[src/rtl/alu_if.sv]
// alu_if: operand, opcode and result bundle between the host and the alu.
interface alu_if;
    logic [31:0] inputP;
    logic [31:0] inputQ;
    logic [3:0]  opCode;
    logic [31:0] outALU;
    logic [1:0]  errorCode;
    modport master (output inputP, inputQ, opCode, input outALU, errorCode);
    modport slave (input inputP, inputQ, opCode, output outALU, errorCode);
endinterface

[src/rtl/alu.sv]
// alu: registered 32-bit unsigned ALU with a per-operation 2-bit status.
// One operation per rising edge; rst_n clears result and status asynchronously.
module alu (
    input  logic clk,
    input  logic rst_n,
    alu_if.slave bus
);
    logic [32:0] sum;
    logic [63:0] prod;
    logic        qZero;
    logic [31:0] outReg;
    logic [31:0] nextOut;
    logic [1:0]  errReg;
    logic [1:0]  nextErr;
    assign sum   = {1'b0, bus.inputP} + {1'b0, bus.inputQ};
    assign prod  = {32'd0, bus.inputP} * {32'd0, bus.inputQ};
    assign qZero = bus.inputQ == 32'd0;
    // Every opcode yields a defined value so reserved codes never propagate X.
    always_comb begin
        nextOut = outReg;
        nextErr = 2'b00;
        case (bus.opCode)
            4'h1: begin
                nextOut = sum[31:0];
                nextErr = {1'b0, sum[32]};
            end
            4'h2: begin
                nextOut = bus.inputP - bus.inputQ;
                nextErr = {1'b0, bus.inputP < bus.inputQ};
            end
            4'h3: begin
                nextOut = prod[31:0];
                nextErr = {1'b0, |prod[63:32]};
            end
            4'h4: begin
                nextOut = qZero ? 32'd0 : bus.inputP / bus.inputQ;
                nextErr = qZero ? 2'b10 : 2'b00;
            end
            4'h5: begin
                nextOut = qZero ? 32'd0 : bus.inputP % bus.inputQ;
                nextErr = qZero ? 2'b10 : 2'b00;
            end
            4'h6: nextOut = bus.inputP & bus.inputQ;
            4'h7: nextOut = bus.inputP | bus.inputQ;
            4'h8: nextOut = bus.inputP ^ bus.inputQ;
            4'h9: nextOut = ~bus.inputP;
            4'hA: nextOut = bus.inputP << bus.inputQ[4:0];
            4'hB: nextOut = bus.inputP >> bus.inputQ[4:0];
            4'hC: nextOut = 32'd0;
            4'hD: nextOut = bus.inputP;
            4'hE, 4'hF: nextErr = 2'b11;
            default: nextErr = 2'b00;
        endcase
    end
    always_ff @(posedge clk or negedge rst_n) begin
        if (!rst_n) begin
            outReg <= 32'd0;
            errReg <= 2'b00;
        end else begin
            outReg <= nextOut;
            errReg <= nextErr;
        end
    end
    assign bus.outALU    = outReg;
    assign bus.errorCode = errReg;
endmodule

[src/flat_wrapper.sv]
// flat-port wrapper written by rule: the top's interface ports become plain ports
module alu_flat 
  (clk, rst_n, bus_inputP, bus_inputQ, bus_opCode, bus_outALU, bus_errorCode);
  alu_if bus_i ();
  input  logic clk;
  input  logic rst_n;
  input wire logic [$bits(bus_i.inputP)-1:0] bus_inputP;
  input wire logic [$bits(bus_i.inputQ)-1:0] bus_inputQ;
  input wire logic [$bits(bus_i.opCode)-1:0] bus_opCode;
  output wire logic [$bits(bus_i.outALU)-1:0] bus_outALU;
  output wire logic [$bits(bus_i.errorCode)-1:0] bus_errorCode;
  assign bus_i.inputP = bus_inputP;
  assign bus_i.inputQ = bus_inputQ;
  assign bus_i.opCode = bus_opCode;
  assign bus_outALU = bus_i.outALU;
  assign bus_errorCode = bus_i.errorCode;
  alu u_core (.clk(clk), .rst_n(rst_n), .bus(bus_i));
endmodule
[config.mk]
export PLATFORM = sky130hd
export DESIGN_NAME = alu_flat
export DESIGN_NICKNAME = d
export VERILOG_FILES = /design/src/rtl/alu_if.sv /design/src/rtl/alu.sv /design/src/flat_wrapper.sv
export SDC_FILE = /design/constraint.sdc
export NUM_CORES = 2
export LEC_CHECK = 0
export BUFFER_PORTS_ARGS = -buffer_cell sky130_fd_sc_hd__buf_2
export CAP_MARGIN = 0
export CORE_ASPECT_RATIO = 1.4
export CORE_MARGIN = 4
export CORE_UTILIZATION = 33
export CTS_CLUSTER_SIZE = 10
export DETAILED_ROUTE_END_ITERATION = 12
export PLACE_DENSITY = 0.57
export SETUP_SLACK_MARGIN = 0.15
export SYNTH_ARGS = -nofsm -noshare
export SYNTH_HDL_FRONTEND = slang
export SYNTH_SLANG_ARGS = --single-unit
export TNS_END_PERCENT = 10
[constraint.sdc]
create_clock -name clk -period 1.8 [get_ports clk]
set_clock_uncertainty 0.15 [all_clocks]
set_input_delay 0.45 -clock clk [delete_from_list [all_inputs] [get_ports clk]]
set_output_delay 0.45 -clock clk [all_outputs]
set_load 0.01 [all_outputs]
Word level (Yosys, flattened, before mapping). Index checks and enable logic that the tools add are counted.

Register bits after elaboration: 34. Latch bits: 0. RAM bits: 0. Bits in read-only memories: 0. Bits of input ports: 70. Output and inout bits: 34. Memories: 0.

Add/sub/neg operators: 2. $mul: 1. Divide/modulo/power cells: 2. Order comparisons: 1. Equal/unequal tests: 15. Shift-type cells: 2. Multiplexer cells: 5. Bitwise logic cells: 4. Reduce and logical (&&, ||, !) cells: 5.

Operator list (count): 32-bit case mux with 13 select lines (1); 32-bit by 32-bit multiplier with 64-bit output (1); 32-bit two-way mux (2); 32-bit by 32-bit adder with 33-bit output (1); 32-bit bitwise AND (1); 32-bit by 32-bit divider with 32-bit output (1); 4-bit equality test, second input constant (8); 32-bit logical NOT (1); 32-bit < comparator (1); 32-bit by 32-bit modulo with 32-bit output (1); 32-bit inverter (1); 32-bit OR (1); 32-bit OR reduction (1); 32-bit by 5-bit << shifter with 32-bit output (1); 32-bit by 5-bit right shift with 32-bit output (1); 32-bit subtractor (1); 32-bit XOR (1); 4-bit by 3-bit equality test with 1-bit output, second input constant (4); 13-bit nonzero test (1); 2-bit case mux with 5 select lines (1); 4-bit by 2-bit equality test with 1-bit output, second input constant (2); 4-bit by 1-bit equality test with 1-bit output, second input constant (1); 2-bit OR reduction (2); 2-bit two-way mux (1).

Longest topological paths before layout.
Depth in word-level cells: 3. Gate-level depth with buffers: 336. Gate-level depth less buffers: 308.

Least setup slack after synthesis. No wires, ideal clock.

Path type: input port to flip-flop. Start: input port bus_inputQ[0]. End: register u_core.outReg[11] (netlist: u_core.bus.outALU[11]). Library setup time: 0.082 ns. Arrival time: 70.168 ns. Required time: 1.568 ns. Path slack: -68.600 ns. Stages: 305. Path buffers: 49. Cell sequence: clkbuf_1 clkbuf_1 inv_2 buf_1 clkbuf_1 ha_1 a21oi_1 ha_1 o21a_1 nor2_1 nor4_1 mux2_2 inv_1 ha_1 o21a_1 o21ai_0 a21o_1 or4_1 [269 not listed] clkbuf_1 a31oi_1 ha_1 a21o_1 nand2_1 and3_1 nor3_1 o21ai_0 a31oi_1 a221o_1 a2111oi_0 o21bai_1 or2_2 clkbuf_1 nor2_1 clkbuf_1 a22oi_1 a31oi_1.

Cells in the longest elaborated chain, start to end: 3.

RTL lines: from (decl) (line flat_wrapper.sv:8) `input wire logic [$bits(bus_i.inputQ)-1:0] bus_inputQ;`; 32-bit by 32-bit modulo with 32-bit output, or another cell as far along (line alu.sv:40) `nextOut = qZero ? 32'd0 : bus.inputP % bus.inputQ;`; 32-bit two-way mux (on tied branches) (line alu.sv:40, alu.sv:36); 32-bit case mux with 13 select lines * (line alu.sv:22) `case (bus.opCode)`; to (signal assigned) (line alu.sv:60) `outReg <= nextOut;`; to (decl) (line alu.sv:11) `logic [31:0] outReg;`.

Every way passes the cells marked *; elsewhere a longest branch is shown, timed or not. A chain may end at the register's enable or synchronous reset.

Worst setup path in the final report.
Start: input port bus_inputQ[4]. End: register u_core.outReg[30] (netlist: u_core.bus.outALU[30]).

Same word-level chain as after synthesis.

==> impl_metrics.py <==
metrics = {
    "logic_synthesis": {
        "synth.mux.area_fraction": 0.0347,
        "synth_warnings": 0,
        "syn-instance-count": 9696,
        "synthesis.nets": 11556,
        "synthesized_area_fraction_occupied_by_ao_oa_aoi_and_oai_cells": 0.212,
        "main_combinational_cell_family_by_area_after_synthesis": "adder cells",
        "synth-seq-area-share": 0.0118,
        "post-synth-top-area-cell": "fa_1",
        "synth.top_cells.by_area": "fa_1 (25%), ha_1 (15%), inv_1 (6.4%)",
        "ys.flop_type": "dfrtp_1",
        "asyncSetResetFlopFracSynth": 1.00,
        "synth.ff_latch_count": 34,
        "number_of_synthesized_flops_with_an_enable_pin": 0,
        "synth_area_um2": 72000,
        "synth.top_cell.area_share": 0.250,
        "avgSynthCellArea_um2": 7.42,
        "synth-simple-area-share": 0.195,
        "synth_adder_area_share": 0.405,
        "synth.lib_cells_used.distinct": 90,
        "post_synth_xor_area_fraction": 0.0516,
    },
    "floorplanning": {
        "die-height_um": 561,
        "coreArea_um2": 217000,
        "floorplan.die.width_um": 403,
        "initial_core_util": 0.332,
        "std_cell_rows": 202,
        "design.portCount": 104,
        "floorplan.die_area_um2": 226000,
    },
    "cells_and_area": {
        "syn2layout_area_growth_pct": 47.7,
        "fraction_of_layout_cells_with_a_size_suffix_above_1": 0.351,
        "final_net_count": 14673,
        "layout.cells.non_filler": 15690,
    },
    "global_route": {
        "largest_net_degree_at_the_start_of_global_routing": 77,
        "via_count_of_the_first_global_routing_pass": 92669,
        "grt_pass1_wl_um": 618000,
        "track_usage": 0.371,
        "grt_antenna_before_repair": 43,
        "globalRoute.totalOverflow": 0,
    },
    "clocking": {
        "cts_buffers": 5,
        "clk_pin_slew_worst_paths_ns": 0.06,
        "cts_buffer_depth": 2,
        "cts_root_buf": "clkbuf_16",
        "cts_tree": "yes",
        "clock_insertion_delay_worst_skew_ns": 0.30,
        "clock-sinks": 34,
        "cts-htree-levels": 2,
    },
    "sta": {
        "min_period_over_period": 33.4,
        "finalCriticalPeriod_ns": 60.14,
        "report.final.slew_viol_count": 0,
        "timing.fmax_mhz": 16.6,
        "rsz0062_at_grt": "yes",
        "final_critical_path_setup_slack_ns": -58.34,
        "setup-tns-final_ns": -1873.66,
        "worst_slew_margin_rel": 0.277,
        "tightest_slew_ns": 1.08,
        "timing.final.setup_violations": 34,
        "fin_hold_ws_ns": 0.349,
        "timing.final.hold_violations": 0,
    },
    "min_path": {
        "worst_hold_path_type": "register to register",
    },
    "placement": {
        "placement.io_buffers": 103,
        "globalplace.congestion": 1.08,
        "post-place-cells": 15426,
        "dp_hpwl_um": 355000,
    },
    "pwr": {
        "leakage_power_figure_nw": 52.8,
        "vdd_ir_drop_max_mv": 5.26,
        "power_density_nw_per_um2": 2140,
    },
    "setup_path": {
        "critPathKind": "input port to register",
        "critPathSlowestCell": "nor4_1",
        "timing.critical_path.fanout_max": 34,
        "reg2reg_slack_ns": 0.58,
        "critical_path.endpoint_type": "register",
        "worst-endpoint-arrival_ns": 60.15,
        "critical_path.max_stage_delay_ns": 0.98,
        "worst-endpoint-required_ns": 1.81,
        "worstSetupStartpointType": "input port",
        "cpMostUsedCell": "buf_4",
    },
    "detailed_routing": {
        "remaining_drc_errors": 0,
        "drt_first_iter_violations": 6917,
        "route.vias.total": 89101,
        "viasPerCell": 5.68,
        "totalWireLength_um": 432000,
        "detail-route-antenna-nets": 0,
        "post_drt_wl_per_cell_um": 27.6,
        "dr.pass1.iters": 6,
    },
    "flow_run": {
        "drv.max_cap_violation_count": 0,
    },
    "outcome": {
        "outcome": "complete, but fails checks",
        "failed_checks": "setup timing",
    },
}
[per-stage QoR]
step                      worst slack, ns  utilization  power (mW)  area [um^2]
after global placement             -62.94        0.466         219       101000
after floorplan                    -56.04            -         116        74300
final                              -58.34        0.491         227       106000
after detailed placement           -63.89        0.466         222       101000
after CTS                          -57.76        0.484         224       105000
after global routing               -60.85        0.491         236       106000
[registers in the layout, indices dropped and copies added, names as in the netlist]
name	flops
u_core.bus.errorCode	2
u_core.bus.outALU	32
[where the power goes]
| part | internal [mW] | leakage [nW] | switching, mW |
|---|---|---|---|
| registers | 1.01 | 0.389 | 0.500 |
| clock network | 0.537 | 0.0689 | 0.382 |
| logic | 105 | 52.3 | 119 |
| total | 107 | 52.8 | 120 |
[synthesized netlist by cell type (92+ instances only)]
library cell,count
nand2_1,1068
mux2i_1,99
buf_1,95
o21ai_0,465
nand3_1,197
inv_1,1234
nor2_1,1227
a21oi_1,572
xnor2_1,264
xor2_1,160
a21o_1,192
clkbuf_1,380
a31oi_1,92
nor3_1,180
ha_1,891
o21a_1,133
o211ai_1,104
fa_1,899
[critical path, delay by kind of cell]
kind | cells | cell delay (ns)
xor gates and xnor gates | 2 | 0.27
and+or+nand+nor | 80 | 14.15
muxes | 3 | 0.78
adders and majority gates | 29 | 7.91
buffers and inverters | 64 | 9.49
AOI/OAI and AO/OA | 132 | 26.95
[per-layer routing]
layer | track usage | part of all wire | up-vias | wire length [um]
met4 | 0.314 | 0.11 | 26 | 46400
met3 | 0.0791 | 0.083 | 1666 | 36000
met1 | 0.403 | 0.35 | 43694 | 152000
met5 | 0 | 0.00036 | - | 157
li1 | - | - | 39291 | -
met2 | 0.617 | 0.46 | 4424 | 198000
[cell usage in the layout, fill, tap and decap left out, types with 40 or more instances in the layout]
cell type and n:
a211oi_1 52, mux2_2 56, a221oi_1 45, mux2i_1 87
xnor2_1 254, a21oi_2 99, xor2_1 157, buf_4 3379
o21ai_0 353, nand4_1 70, a31oi_1 72, nor3_1 144
nor2b_1 48, o21ai_1 60, ha_1 801, buf_12 51
buf_2 103, a21oi_1 447, o21a_1 122, fa_1 898
ha_4 72, o21bai_1 64, nand2_1 1040, nor2_1 1184
a21o_1 183, o211ai_1 104, nand2b_1 58, o21ai_2 46
nand3_1 183, inv_1 1206, or3_1 76, and3_1 47
o22ai_1 40
[layout make-up]
| type | count | area [um^2] |
|---|---|---|
| fill | 21491 | 110000 |
| sequential | 34 | 851 |
| multi-input combinational | 7927 | 69300 |
| inverter | 1257 | 4730 |
| timing repair buffer | 3588 | 27700 |
| tap | 2856 | 3570 |
| clock buffer | 6 | 139 |
| antenna | 22 | 55.1 |
[kinds of logic (layout without fill, tap and decap cells)]
logic type | count (synthesis) | in the layout
adder cells (fa/ha/maj) | 1790 | 1790
other | 0 | 22
AND/OR/NAND/NOR | 3205 | 3207
buffers and inverters | 1737 | 4851
flip-flops | 34 | 34
AO/OA/AOI/OAI | 2307 | 2307
multiplexers | 199 | 199
XOR/XNOR | 424 | 424
[final timing paths]
kind,start,endpoint,depth (start not counted)
max reg2reg,u_core.bus.outALU[26],u_core.bus.outALU[26],3
max in group asynchronous,rst_n,u_core.bus.outALU[29],3
min in group asynchronous,rst_n,u_core.bus.outALU[4],3
max,bus_inputQ[4],u_core.bus.outALU[30],310
min,u_core.bus.outALU[6],u_core.bus.outALU[6],1
min reg2reg,u_core.bus.outALU[6],u_core.bus.outALU[6],1
[what timing repair did]
item,in CTS,in global routing
gates resized for setup,494,209
setup endpoints to repair,34,34
setup buffers,161,62
hold buffers,1,0
hold endpoints to repair,34,0
pin swaps,201,146
cloned,9,3
(Power assumes the default switching activity.)
